**src/rtl/uart_tx_fifo_if.sv**
```systemverilog
// rtl/uart_tx_fifo_if.sv - host write port, serial line and status signals of uart_tx_fifo
interface uart_tx_fifo_if #(
  parameter int DATA_BW = 8,
  parameter int FIFO_AW = 4
);
  logic               tx_en;
  logic [DATA_BW-1:0] tx_data;
  logic               tx_rdy;
  logic               uart_txd;
  logic               tx_busy;
  logic [FIFO_AW:0]   fifo_level;
  logic               tx_ovf;

  modport master (
    output tx_en, tx_data,
    input  tx_rdy, uart_txd, tx_busy, fifo_level, tx_ovf
  );

  modport slave (
    input  tx_en, tx_data,
    output tx_rdy, uart_txd, tx_busy, fifo_level, tx_ovf
  );
endinterface

```
**src/rtl/uart_tx_fifo.sv**
```systemverilog
// rtl/uart_tx_fifo.sv - FIFO-buffered UART transmitter, one tx_clk per bit
// Optional parity bit compiled in with `define UART_TX_PARITY_EN.
module uart_tx_fifo #(
  parameter int DATA_BW    = 8,
  parameter int STOP_BITS  = 1,
  parameter int FIFO_AW    = 4,
  parameter bit PARITY_ODD = 1'b0
) (
  input logic           tx_clk,
  input logic           rst,
  uart_tx_fifo_if.slave bus
);
  localparam int               IDX_W    = $clog2(DATA_BW);
  localparam logic [FIFO_AW:0] DEPTH    = {1'b1, {FIFO_AW{1'b0}}};
  localparam logic [IDX_W-1:0] LAST_IDX = IDX_W'(DATA_BW - 1);
  localparam logic [1:0]       STOP_END = 2'(STOP_BITS);

  typedef enum logic [1:0] {
    IDLE   = 2'd0,
    DATA   = 2'd1,
`ifdef UART_TX_PARITY_EN
    PARITY = 2'd2,
`endif
    STOP   = 2'd3
  } state_t;

`ifndef UART_TX_PARITY_EN
  localparam bit parity_odd_unused = PARITY_ODD;
`endif

  logic [DATA_BW-1:0] mem [2**FIFO_AW];
  logic [FIFO_AW-1:0] wr_ptr;
  logic [FIFO_AW-1:0] rd_ptr;
  logic [FIFO_AW:0]   level;
  logic               ovf;
  logic               rdy;
  logic               wr;
  logic               pop;

  state_t             state;
  state_t             state_n;
  logic [IDX_W-1:0]   idx;
  logic [IDX_W-1:0]   idx_n;
  logic [1:0]         stop_cnt;
  logic [1:0]         stop_cnt_n;
  logic [DATA_BW-1:0] shreg;
  logic [DATA_BW-1:0] shreg_n;
  logic               txd;
  logic               txd_n;
  logic               busy;
  logic               busy_n;
  logic               start;

  assign rdy = (level != DEPTH);
  assign wr  = bus.tx_en && rdy;

  always_ff @(posedge tx_clk) begin
    if (wr) begin
      mem[wr_ptr] <= bus.tx_data;
    end
  end

  always_ff @(posedge tx_clk or posedge rst) begin
    if (rst) begin
      wr_ptr <= '0;
      rd_ptr <= '0;
      level  <= '0;
      ovf    <= 1'b0;
    end else begin
      if (wr) begin
        wr_ptr <= wr_ptr + FIFO_AW'(1);
      end
      if (pop) begin
        rd_ptr <= rd_ptr + FIFO_AW'(1);
      end
      case ({wr, pop})
        2'b10:   level <= level + (FIFO_AW+1)'(1);
        2'b01:   level <= level - (FIFO_AW+1)'(1);
        default: level <= level;
      endcase
      if (bus.tx_en && !rdy) begin
        ovf <= 1'b1;
      end
    end
  end

  always_ff @(posedge tx_clk or posedge rst) begin
    if (rst) begin
      state    <= IDLE;
      idx      <= '0;
      stop_cnt <= '0;
      shreg    <= '0;
      txd      <= 1'b1;
      busy     <= 1'b0;
    end else begin
      state    <= state_n;
      idx      <= idx_n;
      stop_cnt <= stop_cnt_n;
      shreg    <= shreg_n;
      txd      <= txd_n;
      busy     <= busy_n;
    end
  end

  // Registered txd: each edge drives the bit that will be on the line for the next cycle.
  always_comb begin
    state_n    = state;
    idx_n      = idx;
    stop_cnt_n = stop_cnt;
    shreg_n    = shreg;
    txd_n      = txd;
    busy_n     = busy;
    start      = 1'b0;
    case (state)
      IDLE: begin
        txd_n  = 1'b1;
        busy_n = 1'b0;
        start  = (level != '0);
      end
      DATA: begin
        txd_n = shreg[idx];
        if (idx == LAST_IDX) begin
          stop_cnt_n = '0;
`ifdef UART_TX_PARITY_EN
          state_n    = PARITY;
`else
          state_n    = STOP;
`endif
        end else begin
          idx_n = idx + IDX_W'(1);
        end
      end
`ifdef UART_TX_PARITY_EN
      PARITY: begin
        txd_n      = (^shreg) ^ PARITY_ODD;
        stop_cnt_n = '0;
        state_n    = STOP;
      end
`endif
      STOP: begin
        if (stop_cnt == STOP_END) begin
          // Edge ending the last stop bit: chain straight into the next start bit.
          start = (level != '0);
          if (level == '0) begin
            txd_n   = 1'b1;
            busy_n  = 1'b0;
            state_n = IDLE;
          end
        end else begin
          txd_n      = 1'b1;
          stop_cnt_n = stop_cnt + 2'd1;
        end
      end
      default: begin
        txd_n   = 1'b1;
        busy_n  = 1'b0;
        state_n = IDLE;
      end
    endcase
    pop = start;
    if (start) begin
      shreg_n = mem[rd_ptr];
      txd_n   = 1'b0;
      busy_n  = 1'b1;
      idx_n   = '0;
      state_n = DATA;
    end
  end

  assign bus.tx_rdy     = rdy;
  assign bus.uart_txd   = txd;
  assign bus.tx_busy    = busy;
  assign bus.fifo_level = level;
  assign bus.tx_ovf     = ovf;
endmodule
```
**src/flat_wrapper.sv**
```systemverilog
// flat-port wrapper written by rule: the top's interface ports become plain ports
module uart_tx_fifo_flat 
#(
  parameter int DATA_BW    = 8,
  parameter int STOP_BITS  = 1,
  parameter int FIFO_AW    = 4,
  parameter bit PARITY_ODD = 1'b0
)
  (tx_clk, rst, bus_tx_en, bus_tx_data, bus_tx_rdy, bus_uart_txd, bus_tx_busy, bus_fifo_level, bus_tx_ovf);
  uart_tx_fifo_if #(.DATA_BW(DATA_BW), .FIFO_AW(FIFO_AW)) bus_i ();
  input logic tx_clk;
  input logic rst;
  input wire logic [$bits(bus_i.tx_en)-1:0] bus_tx_en;
  input wire logic [$bits(bus_i.tx_data)-1:0] bus_tx_data;
  output wire logic [$bits(bus_i.tx_rdy)-1:0] bus_tx_rdy;
  output wire logic [$bits(bus_i.uart_txd)-1:0] bus_uart_txd;
  output wire logic [$bits(bus_i.tx_busy)-1:0] bus_tx_busy;
  output wire logic [$bits(bus_i.fifo_level)-1:0] bus_fifo_level;
  output wire logic [$bits(bus_i.tx_ovf)-1:0] bus_tx_ovf;
  assign bus_i.tx_en = bus_tx_en;
  assign bus_i.tx_data = bus_tx_data;
  assign bus_tx_rdy = bus_i.tx_rdy;
  assign bus_uart_txd = bus_i.uart_txd;
  assign bus_tx_busy = bus_i.tx_busy;
  assign bus_fifo_level = bus_i.fifo_level;
  assign bus_tx_ovf = bus_i.tx_ovf;
  uart_tx_fifo #(.DATA_BW(DATA_BW), .STOP_BITS(STOP_BITS), .FIFO_AW(FIFO_AW), .PARITY_ODD(PARITY_ODD)) u_core (.tx_clk(tx_clk), .rst(rst), .bus(bus_i));
endmodule
```
**config.mk**
```make
export PLATFORM = sky130hd
export DESIGN_NAME = uart_tx_fifo_flat
export DESIGN_NICKNAME = d
export VERILOG_FILES = /design/src/rtl/uart_tx_fifo_if.sv /design/src/rtl/uart_tx_fifo.sv /design/src/flat_wrapper.sv
export SDC_FILE = /design/constraint.sdc
export NUM_CORES = 1
export LEC_CHECK = 0
export CORE_MARGIN = 3
export CORE_UTILIZATION = 59
export CTS_CLUSTER_SIZE = 8
export DETAILED_ROUTE_END_ITERATION = 6
export PLACE_DENSITY = 0.77
export SYNTH_ARGS = -nofsm -noshare
export SYNTH_HDL_FRONTEND = slang
export SYNTH_SLANG_ARGS = --single-unit
```
**constraint.sdc**
```tcl
create_clock -name tx_clk -period 5.6 [get_ports tx_clk]
set_input_delay 0.84 -clock tx_clk [delete_from_list [all_inputs] [get_ports tx_clk]]
set_output_delay 0.84 -clock tx_clk [all_outputs]
set_load 0.02 [all_outputs]
```
==> run metrics, run 1 <==
Final min period 3.248 ns; Final Total Pwr 4087 uW; count leader, synth edfxtp_1; largest net degree at the start of global routing 36; first-pass GRT wire length approximately 20000 um; clock tree buffer depth 2; Primary FF master, synth edfxtp_1; WP data arrival 3.54 ns; drt total wl 11940 um; Peak VDD IR 0.0003192 V; reg2reg start u_core.bus.fifo_level[1]; FF-to-FF setup slack 2.35 ns; worst rel slew slack 22.95%; share of layout cells above drive strength 1 19.22%; Post-synth EDFFs 128; setup violators final 0; initial cell density of the core 61.34%; Mean Syn Cell Area 17.92 sq um; IO buf count 19; all-layer global routing usage 20.70%; DIE AREA 12740 sq um; initial antenna violation count 0; asr flop ratio synth between 10% and 20%; number of placed I/O pins 20; Die Y between 100 and 150 um; H-Tree Depth 4; Setup CP Type reg2reg; Yosys reg bits 159; Clock Pin Slew Worst Setup and Hold Paths 0.06 ns; capture point of the worst reg-to-reg path u_core.bus.fifo_level[4]; grt total ovfl 0; Final Instance Count excl. Fillers 551; Static Leak ~0.0027 uW; post-CTS setup buffer count 0; Synth top area share 57.06%; post-route antenna net violation count 0; area grow syn2layout 12.54%; fin. max-slew vios 0; iteration-0 DRC count of the detailed router 175; final hold vios 0; clk sinks 159; Synth Net Count 402; final estimated routing congestion in global placement just under 0.8; actual slew at the worst max-slew pin 1.155 ns; die width between 100 and 150 um; worst skew pair latency 0.41 ns; core area 10980 sq um; CP Capture Type flop; routed len/inst 21.68 um; HPWL after detailed placement between 7000 and 8000 um; cell depth of the worst flop-to-flop path 10; Synth cell types 46; Synth Warn # 0; mapped cell area 6736 sq um; Fmax 0.3079 GHz; CTS buffer count 17; CTS root buf clkbuf_16; CTS tree built; status finished clean; required time of the critical path between 5 and 6 ns; cts hold-fix bufs 0; Critical Path End u_core.bus.fifo_level[4]; CP Launch Type flop; Util after Layout 69.02%; Synth Instances between 300 and 400; Sum Neg Setup Slack 0 ns; drt first pass iters 4; post-synthesis sequential area ratio 68.59%; placed cells 519; Tcrit/Tclk final 57.99%; worst-path fanout max 22; Rows 38; HP Class reg2reg; largest cells by area after synthesis edfxtp_1 (57%), dfrtp_1 (11%), mux4_2 (8.7%); vias in the first global route 3449; Via density 5.984; unrepaired setup endpoints after global routing false; # DRC 0; Yosys top cell by area edfxtp_1; max cap viols 0; Post-CTS Resized 0; vias 3297; top cells by count, synth edfxtp_1 (128), dfrtp_1 (30), mux4_2 (26); Cell Pwr Density between 500 and 600 nW/um^2; number of diodes 0; Nets 424; Setup crit start u_core.bus.fifo_level[1]; Worst Skew 0.008538 ns
per-stage QoR:
stage                     hold slack (ns)  area, sq um  worst slack [ns]
after global placement             0.4596         6994             2.342
after floorplan                    0.4446         6736             2.935
after global routing               0.4801         7581             2.100
final                              0.4654         7581             2.352
after detailed placement           0.4589         6994             2.280
after CTS                          0.4728         7581             2.308
worst min-delay path by stage:
stage | startpoint | endpoint | slack [ns] | cells past startpoint
floorplan | u_core.shreg[2] | u_core.shreg[2] | 0.44 | 2
global placement | u_core.shreg[6] | u_core.shreg[6] | 0.46 | 2
detailed placement | u_core.bus.tx_ovf | u_core.bus.tx_ovf | 0.46 | 1
CTS | u_core.bus.tx_ovf | u_core.bus.tx_ovf | 0.47 | 1
global route | u_core.bus.tx_ovf | u_core.bus.tx_ovf | 0.48 | 1
finish | u_core.bus.tx_ovf | u_core.bus.tx_ovf | 0.47 | 1
worst max-delay path, cell delays in order (launching register included):
cell and delay, ns:
dfrtp_1 0.51, nor4_4 0.37, a211o_1 0.60, inv_2 0.22
ha_1 0.38, xor2_1 0.19, ha_1 0.23, o211a_1 0.22
o31ai_1 0.19, a31oi_1 0.08, xnor2_1 0.14
cell usage in the layout (no fill, tap or decap), types with 2 or more instances in the layout:
master	Yosys	final
edfxtp_1	128	128
xnor2_1	9	9
dfrtp_1	30	29
nor2b_1	4	4
o31ai_1	2	2
a21o_1	2	2
inv_1	10	10
mux2_2	7	7
a22o_1	4	4
buf_4	3	5
inv_6	0	4
mux2i_1	17	17
nand2_1	19	19
nor3_1	6	6
nand2b_1	3	3
a31oi_1	2	2
a21oi_1	7	7
a211o_1	3	3
bufinv_16	0	2
xor2_1	3	3
clkdlybuf4s50_1	0	19
o21ai_0	14	14
nor2_1	18	18
mux4_2	26	26
clkinv_4	0	4
ha_1	15	15
clkinvlp_4	0	3
clkbuf_16	0	17
nand4_1	2	2
mux4_1	8	8
power breakdown:
group          internal, uW  switching, uW
clock network           663            463
logic                   633            682
registers              1490            153
total                  2790           1300
flip-flops by register name, summed over array words and instances, names as in the netlist:
name                   cells
u_core.bus.fifo_level      5
u_core.bus.tx_busy         1
u_core.bus.tx_ovf          1
u_core.bus.uart_txd        1
u_core.idx                 3
u_core.mem               128
u_core.rd_ptr              4
u_core.shreg               8
u_core.state               2
u_core.stop_cnt            2
u_core.wr_ptr              4
cell type report:
class                   count  area (sq um)
flip-flops and latches    159          4622
fillers                   697          3402
clock buffers              18         429.2
well taps                 140         175.2
repair buffers             24         227.7
clock inverters            14         157.7
inverters                  11         41.29
multi-input cells         185          1928
kinds of logic after synthesis:
family	share of synthesized area, %
adders and majority gates	2.786
DFF	68.59
xor gates and xnor gates	1.560
AOI/OAI and AO/OA	4.476
buffers and inverters	2.786
muxes	15.73
and+or+nand+nor	4.068
metal layers:
layer | vias to the layer above | share of wire, % | track usage (%)
met1 | 1704 | 44 | 29.58
met5 | - | 0 | 0
met4 | 0 | 1.6 | 7.051
met2 | 64 | 50 | 31.67
li1 | 1518 | - | -
met3 | 11 | 3.9 | 5.401
Note: power is estimated with default switching activity, not from simulation.
==> run 2, diff against run 1 <==
--- a/config.mk
+++ b/config.mk
@@ -6,10 +6,10 @@
 export NUM_CORES = 1
 export LEC_CHECK = 0
 export CORE_MARGIN = 3
-export CORE_UTILIZATION = 59
+export CORE_UTILIZATION = 55
 export CTS_CLUSTER_SIZE = 8
 export DETAILED_ROUTE_END_ITERATION = 6
-export PLACE_DENSITY = 0.77
+export PLACE_DENSITY = 0.75
 export SYNTH_ARGS = -nofsm -noshare
 export SYNTH_HDL_FRONTEND = slang
 export SYNTH_SLANG_ARGS = --single-unit
==> constraint.sdc (replaced) <==
create_clock -name tx_clk -period 2.9 [get_ports tx_clk]
set_input_delay 0.435 -clock tx_clk [delete_from_list [all_inputs] [get_ports tx_clk]]
set_output_delay 0.435 -clock tx_clk [all_outputs]
set_load 0.02 [all_outputs]
==> run 2 against run 1 <==
Against the previous run:
- setup slack got worse by 2.0 ns
- maximum frequency increased by 26%
- via count increased by 3.3%
- global-route usage decreased by 0.62 points
- critical path depth increased by 2
- first-iteration DRC count increased by 59%
- sequential cell count unchanged
- worst hold slack got worse by 0.068 ns
- sequential share of layout area decreased by 1.4 points
- total power increased by 95%
- die area increased by 6.9%
- critical endpoint unchanged
==> run metrics, run 2 (same netlist as run 1, synthesis figures left out) <==
DIE AREA 13610 sq um (+6.9%); Levels on crit path 12 (+2); CP Cell Sequence inv_1 > ha_1 > a21oi_1 > a211o_1 > inv_2 > ha_4 > xor2_1 > ha_1 > o211a_1 > o31ai_1 > a31oi_1 > xnor2_1; fillers 755 (+8.3%); final hold vios 0 (unchanged); HPWL after detailed placement 7717 um (+4.2%); Worst Path Buf+Inv 2 (+1); largest net degree at the start of global routing 32 (-11%); all-layer global routing usage 20.09% (-0.62 points); die width 116.7 um (+3.4%); Tcrit/Tclk final 88.77% (+31 points); first-pass GRT wire length 19450 um (-0.35%); setup violators final 0 (unchanged); WP data arrival 2.88 ns (-0.66 ns); vias in the first global route 3468 (+0.55%); CTS buffer count 17 (unchanged); hold_ws 0.3974 ns (-0.06803 ns); final estimated routing congestion in global placement 0.8262 (+4.8%); post-route antenna net violation count 0 (unchanged); Fmax 0.3884 GHz (+26%); Via density 5.923 (-1.0%); Top reg by flops u_core.mem; cts hold-fix bufs 0 (unchanged); worst rel slew slack 60.78% (+38 points); Worst Skew 0.006908 ns (-0.001630 ns); unrepaired setup endpoints after global routing false; status finished clean; initial cell density of the core 57.52% (-3.8 points); Cell Pwr Density 1028 nW/um^2 (+91%); FF-to-FF setup slack 0.33 ns (-2.03 ns); cell depth of the worst flop-to-flop path 12 (+2); IO buf count 19 (unchanged); drt total wl 12060 um (+1.0%); Crit-path slowest cell dfrtp_1; commonest non-fill, non-tap cell in the layout edfxtp_1; worst-path fanout max 9 (-59%); Static Leak 0.002798 uW (+4.2%); HP Class in2async; max FFs per register 128 (unchanged); initial antenna violation count 0 (unchanged); CTS tree built; required time of the critical path 3.21 ns (-2.69 ns); max cap viols 0 (unchanged); post-CTS setup buffer count 0 (unchanged); CP top delay family compound AO/OA/AOI/OAI gates; Final min period 2.574 ns (-0.6733 ns); Peak VDD IR 0.0005978 V (+87%); reg2reg start u_core.stop_cnt[1]; Clock Pin Slew Worst Setup and Hold Paths 0.06 ns (about the same); Critical Path Most Common Cell ha_1; vias 3406 (+3.3%); CP Launch Type flop; CP Capture Type flop; routed len/inst 20.98 um (-3.2%); capture point of the worst reg-to-reg path u_core.bus.fifo_level[4]; share of layout cells above drive strength 1 23.15% (+3.9 points); core area 11710 sq um (+6.6%); H-Tree Depth 4 (unchanged); number of diodes 0 (unchanged); actual slew at the worst max-slew pin 0.5864 ns (-0.5681 ns); crit-path max cell delay 0.40 ns (-0.20 ns); Setup crit start u_core.stop_cnt[1]; Critical Path End u_core.bus.fifo_level[4]; most frequent cells in the layout edfxtp_1 (128), dfrtp_1 (29), mux4_2 (26), buf_4 (25); iteration-0 DRC count of the detailed router 279 (+59%); Die Y 116.7 um (+3.4%); Setup CP Type reg2reg; clk sinks 159 (unchanged); drt first pass iters 7 (+3); Sum Neg Setup Slack 0 ns (unchanged); number of placed I/O pins 20 (unchanged); clock tree buffer depth 2 (unchanged); # DRC 0 (unchanged); Rows 39 (+2.6%); Nets 445 (+5.0%); worst skew pair latency 0.42 ns (about the same); fin. max-slew vios 0 (unchanged); CTS root buf clkbuf_16; area grow syn2layout 15.12%; grt total ovfl 0 (unchanged)
-- run 2: final cells by class --
type | count | area, sq um | area share, %
flip-flops and latches | 159 | 4622 | 59.60
multi-input cells | 185 | 1943 | 25.06
clock buffers | 23 | 489.2 | 6.308
repair buffers | 45 | 397.9 | 5.131
well taps | 143 | 178.9 | 2.307
clock inverters | 9 | 82.58 | 1.065
inverters | 11 | 41.29 | 0.5324
-- run 2: repair_timing --
action	4_1_cts	5_1_grt
gates resized for setup	0	3
setup endpoints to repair	0	2
endpoints found under the hold margin	0	0
-- run 2: how the worst min path moves through the flow --
stage	slack [ns]	start	end	depth (start not counted)
detailed placement	0.46	u_core.bus.tx_ovf	u_core.bus.tx_ovf	1
CTS	0.40	rst	u_core.wr_ptr[0]	3
floorplan	0.44	u_core.shreg[2]	u_core.shreg[2]	2
global placement	0.45	u_core.bus.tx_ovf	u_core.bus.tx_ovf	1
finish	0.40	rst	u_core.bus.fifo_level[0]	3
global route	0.43	rst	u_core.bus.fifo_level[0]	3
-- run 2: metrics by stage --
| stage | total power [uW] | worst slack, ns | area (sq um) | util [%] | instances |
|---|---|---|---|---|---|
| floorplan | 5220 | 0.2564 | 6736 | - | 376 |
| global placement | 5789 | 0.2593 | 7168 | 61.21 | 543 |
| detailed placement | 5885 | 0.1421 | 7168 | 61.21 | 543 |
| CTS | 8029 | 0.1329 | 7740 | 66.09 | 575 |
| global route | 8449 | 0.06246 | 7755 | 66.22 | 575 |
| finish | 7969 | 0.3256 | 7755 | 66.22 | 575 |
-- run 2: worst register-to-register path: stages, from the launching register on --
cell     delay (ns)
dfrtp_1        0.40
inv_1          0.07
ha_1           0.27
a21oi_1        0.10
a211o_1        0.30
inv_2          0.17
ha_4           0.22
xor2_1         0.09
ha_1           0.24
o211a_1        0.22
o31ai_1        0.19
a31oi_1        0.08
xnor2_1        0.13
-- run 2: metal layers --
metal | part of all wire [%] | vias up | global-route usage, %
li1 | - | 1558 | -
met1 | 43 | 1746 | 26.95
met2 | 51 | 87 | 32.19
met3 | 4.8 | 15 | 5.699
met4 | 1.2 | 0 | 6.728
met5 | 0 | - | 0
-- run 2: where the power goes --
| part | internal, uW | switching, uW |
|---|---|---|
| registers | 2880 | 403 |
| clock network | 1270 | 843 |
| logic | 1330 | 1250 |
| total | 5480 | 2490 |
==> RTL edit 1: new RTL, config.mk and constraints of run 2 <==
Reset style: synchronous (`rst`), changed in 2 clocked blocks.
--- a/src/rtl/uart_tx_fifo.sv
+++ b/src/rtl/uart_tx_fifo.sv
@@ -61,5 +61,5 @@
   end
 
-  always_ff @(posedge tx_clk or posedge rst) begin
+  always_ff @(posedge tx_clk) begin
     if (rst) begin
       wr_ptr <= '0;
@@ -85,5 +85,5 @@
   end
 
-  always_ff @(posedge tx_clk or posedge rst) begin
+  always_ff @(posedge tx_clk) begin
     if (rst) begin
       state    <= IDLE;
Function: differs if rst is asserted again (counterexample within 4 cycles, from zero or initial values and one cycle with rst high); with rst held inactive, the same outputs for 10 cycles.
==> RTL edit 1 against run 2 <==
- first-iteration DRC count stayed put
- critical path depth decreased by 2
- cell area is 1.1% higher
- power decreased by 20%
- sequential cell count unchanged
- combinational power fell by 46%
- worst setup slack worse by 160 ps
- wire length is 15% higher
- area after synthesis is 0.22% higher
- critical path type unchanged
- largest power group unchanged
==> RTL edit 1: results (changes against run 2) <==
outcome=finished, final reports clean; detailed route wirelength on metal3=744 µm (+28%); Setup crit start=u_core.bus.fifo_level[0]; CP Max Fanout=9 (unchanged); Syn Nets=488 (+21%); routed via count=3969 (+17%); TritonRoute pass-1 iters=5 (-2); final net count=529 (+19%); crit path DAT=3050 ps (+170 ps); clock skew=6.57 ps (-0.341 ps); worst hold path type=reg -> reg; final wirelength=13900 µm (+15%); top cells by count, synth=edfxtp_1, mux2i_1, nor2_1; Async S/R FF share, synth=0 (-0.195); post-DP HPWL=9040 µm (+17%); Worst VDD drop=0.498 mV (-17%); Leak=2.49 nW (-11%); Global Route Usage Sum=0.220 (+0.0191); fillers=830 (+9.9%); maximum number of pins on one net before global-route repair=30 (-6.3%); Worst path slowest cell=nor4_4; Tightest Pin Transition=780 ps (+194 ps); Netlist cell types=51 (+11%); Worst path max stage delay=460 ps (+60 ps); Met2 Wirelength=6680 µm (+8.5%); top cells by area, synth=edfxtp_1, mux2i_1, dfxtp_1, ha_1, nor2_1; ANT cells=0 (unchanged); M1 WL=6170 µm (+19%); global-route wire length before repair=21600 µm (+11%); register area share after synthesis=0.661 (-0.0247); Setup CP Type=reg -> reg
## RTL edit 1: cell types whose count changed after synthesis, moves of 5 or more
cell and delta:
o22ai_1 +23, dfrtp_1 -30, mux4_1 -8, dfxtp_1 +31, nor2_1 +28, mux2_2 -6
mux4_2 -22, o221ai_1 +6, nor3_1 +7, mux2i_1 +50, nand2_1 -6, a311oi_2 +6
nand3b_1 +5, xnor2_1 -5
## RTL edit 1: cells by family after synthesis
family	share of synthesized area
flip-flops	0.661
AND/OR/NAND/NOR	0.0747
AO/OA/AOI/OAI	0.0847
multiplexers	0.116
buffers and inverters	0.0239
adder cells (fa/ha/maj)	0.0278
XOR/XNOR	0.0117
## RTL edit 1: final timing paths
| path | to | slack (ps) | cells past startpoint |
|---|---|---|---|
| max | u_core.bus.fifo_level[4] | 160 | 10 |
| min | u_core.bus.tx_ovf | 480 | 2 |
| max reg2reg | u_core.bus.fifo_level[4] | 160 | 10 |
| min reg2reg | u_core.bus.tx_ovf | 480 | 2 |
## RTL edit 1: layout make-up
cell class / count / share of cell area
inverters: 9 / 0.00431
repair buffers: 46 / 0.0517
clock inverters: 10 / 0.0176
well taps: 143 / 0.0228
flip-flops and latches: 159 / 0.571
multi-input cells: 270 / 0.276
clock buffers: 22 / 0.0566
## RTL edit 1: power breakdown
part	total (mW)	leakage [nW]	internal (mW)	switching [mW]
logic	1.38	0.803	0.584	0.791
registers	2.78	1.41	2.63	0.154
clock network	2.20	0.278	1.35	0.851
total	6.36	2.49	4.56	1.80
## RTL edit 1: worst max-delay path: cells and delay by family (launching register included)
| family | cells | cell delay, ps |
|---|---|---|
| XOR/XNOR | 1 | 160 |
| AND/OR/NAND/NOR | 2 | 820 |
| buffers and inverters | 1 | 140 |
| multiplexers | 1 | 330 |
| adder cells (fa/ha/maj) | 2 | 440 |
| AO/OA/AOI/OAI | 3 | 350 |
| flip-flops | 1 | 370 |
## RTL edit 1: layer usage
layer / GRT usage / vias up
li1: - / 1860
met1: 0.302 / 1957
met2: 0.338 / 126
met3: 0.0591 / 26
met4: 0.0879 / 0
met5: 0 / -
## RTL edit 1: per-stage QoR
stage               instances  setup WS, ps  instance area [µm²]  hold WS (ps)   util
finish                    659           165                 7840           483  0.670
global route              659          2.95                 7840           508  0.670
floorplan                 462         -24.5                 6820           472      -
CTS                       659           169                 7840           484  0.669
global placement          627           119                 7260           451  0.620
detailed placement        627          56.9                 7260           475  0.620
==> RTL edit 2: new RTL, config.mk and constraints of run 2 <==
Made on the original files. `DATA_BW` is set to 8 in 3 places; all go to 16.
--- a/src/rtl/uart_tx_fifo_if.sv
+++ b/src/rtl/uart_tx_fifo_if.sv
@@ -1,5 +1,5 @@
 // rtl/uart_tx_fifo_if.sv - host write port, serial line and status signals of uart_tx_fifo
 interface uart_tx_fifo_if #(
-  parameter int DATA_BW = 8,
+  parameter int DATA_BW = 16,
   parameter int FIFO_AW = 4
 );
--- a/src/rtl/uart_tx_fifo.sv
+++ b/src/rtl/uart_tx_fifo.sv
@@ -2,5 +2,5 @@
 // Optional parity bit compiled in with `define UART_TX_PARITY_EN.
 module uart_tx_fifo #(
-  parameter int DATA_BW    = 8,
+  parameter int DATA_BW    = 16,
   parameter int STOP_BITS  = 1,
   parameter int FIFO_AW    = 4,
--- a/src/flat_wrapper.sv
+++ b/src/flat_wrapper.sv
@@ -2,5 +2,5 @@
 module uart_tx_fifo_flat 
 #(
-  parameter int DATA_BW    = 8,
+  parameter int DATA_BW    = 16,
   parameter int STOP_BITS  = 1,
   parameter int FIFO_AW    = 4,
Ports: changed (resized bus_tx_data); port bits go from 20 to 28. No check against the original RTL was run, so the function may have changed too.
==> RTL edit 2 against run 2 <==
- sequential power grew 77%
- largest cell class unchanged
- die area grew 72%
- sequential share of layout area rose by 2.1 points
- cell area rose by 82%
- worst setup slack got worse by 180 ps
- non-clock buffer count increased by 24
- largest power group unchanged
- highest routed layer unchanged
- power rose by 84%
- wire length rose by 110%
- sequential cell count up 137
- area after synthesis up 76%
==> RTL edit 2: results (changes against run 2) <==
reg2reg start=u_core.state[0]; share of layout cells above drive strength 1=0.271 (+0.0400); Ys Warns=0 (unchanged); number of global-route vias before repair=6408 (+85%); maximum number of pins on one net before global-route repair=67 (+110%); Routed wire per std cell=25.8 µm (+23%); Num CTS Buffers=42 (+25); DP Worst Slack=61.1 ps (-80.9 ps); clock buffer depth=3 (+1); ANT cells=0 (unchanged); Largest register FFs=256 (+100%); register area share after synthesis=0.732 (+0.0464); dpl cells=907 (+67%); Placement Cell Area=0.0128 mm² (+79%); fillers=1325 (+75%); Netlist cell types=47 (+2.2%); worst hold path type=in -> async; Syn Nets=628 (+56%); Global Route Usage Sum=0.220 (+0.0191); Skew-Pair Late Insertion Delay=530 ps (+110 ps); H-tree depth=2 (-2); Final ANT Viol Nets=0 (unchanged); top cells by area, synth=edfxtp_1, mux4_2, dfrtp_1, mux2i_1, ha_1; Post-synth EDFFs=256 (+100%); Worst path max stage delay=390 ps; outcome=finished, final reports clean; top cells by count, synth=edfxtp_1, mux4_2, dfrtp_1; Rel. slew slack=0.421 (-0.187); port bufs=27 (+8); post-DP HPWL=15000 µm (+94%); GPL Wtd Cong=0.822 (-0.53%); worst-case reg-to-reg path depth=13 (+1); Worst path slowest cell=dfrtp_1; most numerous cell in the Yosys netlist=edfxtp_1; Setup crit start=u_core.state[0]; Worst VDD drop=0.469 mV (-21%); Async S/R FF share, synth=0.135 (-0.0598); clock skew=18.7 ps (+11.8 ps); FF-to-FF End=u_core.bus.fifo_level[4]; CTS clk-pin slew, worst paths=50 ps; global-route wire length before repair=39000 µm (+100%); syn_area_per_cell=19.9 µm² (+11%); TritonRoute pass-1 iters=5 (-2); Largest Register=u_core.mem; final wirelength=25400 µm (+110%); hold_ws=144 ps (-254 ps); Leak=4.78 nW (+71%); clock tree root buffer cell=clkbuf_16; routed via count=6081 (+79%); initial antenna violation count=0 (unchanged); CP Max Fanout=8 (-1); crit path DAT=3190 ps (+310 ps); initial DRC count=480 (+72%); final net count=709 (+59%)
## RTL edit 2: cell count changes in the layout (fill, tap and decap cells not counted), moves of 7 or more
cell | run 2 | this run
edfxtp_1 | 128 | 256
nand2_1 | 19 | 34
nor2_2 | 0 | 9
clkdlybuf4s50_1 | 19 | 27
mux4_1 | 8 | 0
buf_12 | 1 | 15
clkbuf_1 | 3 | 33
mux4_2 | 26 | 68
dfrtp_1 | 29 | 36
o221ai_2 | 0 | 10
mux2i_1 | 17 | 34
clkbuf_16 | 18 | 42
## RTL edit 2: where the power goes
part / switching, mW / internal (mW) / leakage [nW]
Clock: 1.70 / 2.72 / 0.572
Sequential: 0.515 / 5.30 / 2.80
Combinational: 2.29 / 2.15 / 1.41
## RTL edit 2: cell type report
type / instances / area [µm²] / area share
Clock buffer: 75 / 1170 / 0.0834
Multi-Input combinational cell: 256 / 3010 / 0.214
Tap cell: 275 / 344 / 0.0244
Timing Repair Buffer: 69 / 773 / 0.0549
Inverter: 12 / 50.0 / 0.00355
Sequential cell: 296 / 8700 / 0.617
Clock inverter: 3 / 33.8 / 0.00240
## RTL edit 2: cells by family (layout without fill, tap and decap cells)
group / after synthesis / after routing / synth area share
xor+xnor: 16 / 16 / 0.0118
flops: 296 / 296 / 0.732
mux: 104 / 104 / 0.160
buf+inv: 44 / 159 / 0.0185
fa+ha+maj: 13 / 13 / 0.0137
compound gates: 42 / 42 / 0.0308
simple gates: 81 / 81 / 0.0332
## RTL edit 2: layer usage
metal  GRT usage  vias to the layer above  routed length (µm)  part of all wire
met2       0.370                      217               13200              0.52
met3      0.0411                       36                1410             0.056
li1            -                     2595                   -                 -
met1       0.303                     3233               10400              0.41
met4      0.0585                        0                 457             0.018
met5           0                        -                   0                 0
## RTL edit 2: worst max-delay path, delay by kind of cell, from the launching register on
family / cells / cell delay (ps)
and+or+nand+nor: 4 / 880
adders and majority gates: 3 / 640
DFF: 1 / 390
buffers and inverters: 3 / 280
xor gates and xnor gates: 2 / 270
AOI/OAI and AO/OA: 1 / 210
## RTL edit 2: repair_timing
| item | in CTS | in global routing |
|---|---|---|
| setup buffers | 0 | 0 |
| endpoints found under the setup margin | 0 | 1 |
| gates resized for setup | 0 | 3 |
| hold buffers | 0 | 0 |
## RTL edit 2: how the worst max path moves through the flow
stage / end / depth (start not counted) / slack (ps)
2_1_floorplan: u_core.bus.fifo_level[4] / 14 / -100
3_3_place_gp: u_core.bus.fifo_level[4] / 11 / 200
3_5_place_dp: u_core.bus.fifo_level[4] / 12 / 60
4_1_cts: u_core.bus.fifo_level[4] / 13 / 50
5_1_grt: u_core.bus.fifo_level[4] / 11 / -0.04
6_report: u_core.bus.fifo_level[4] / 13 / 150
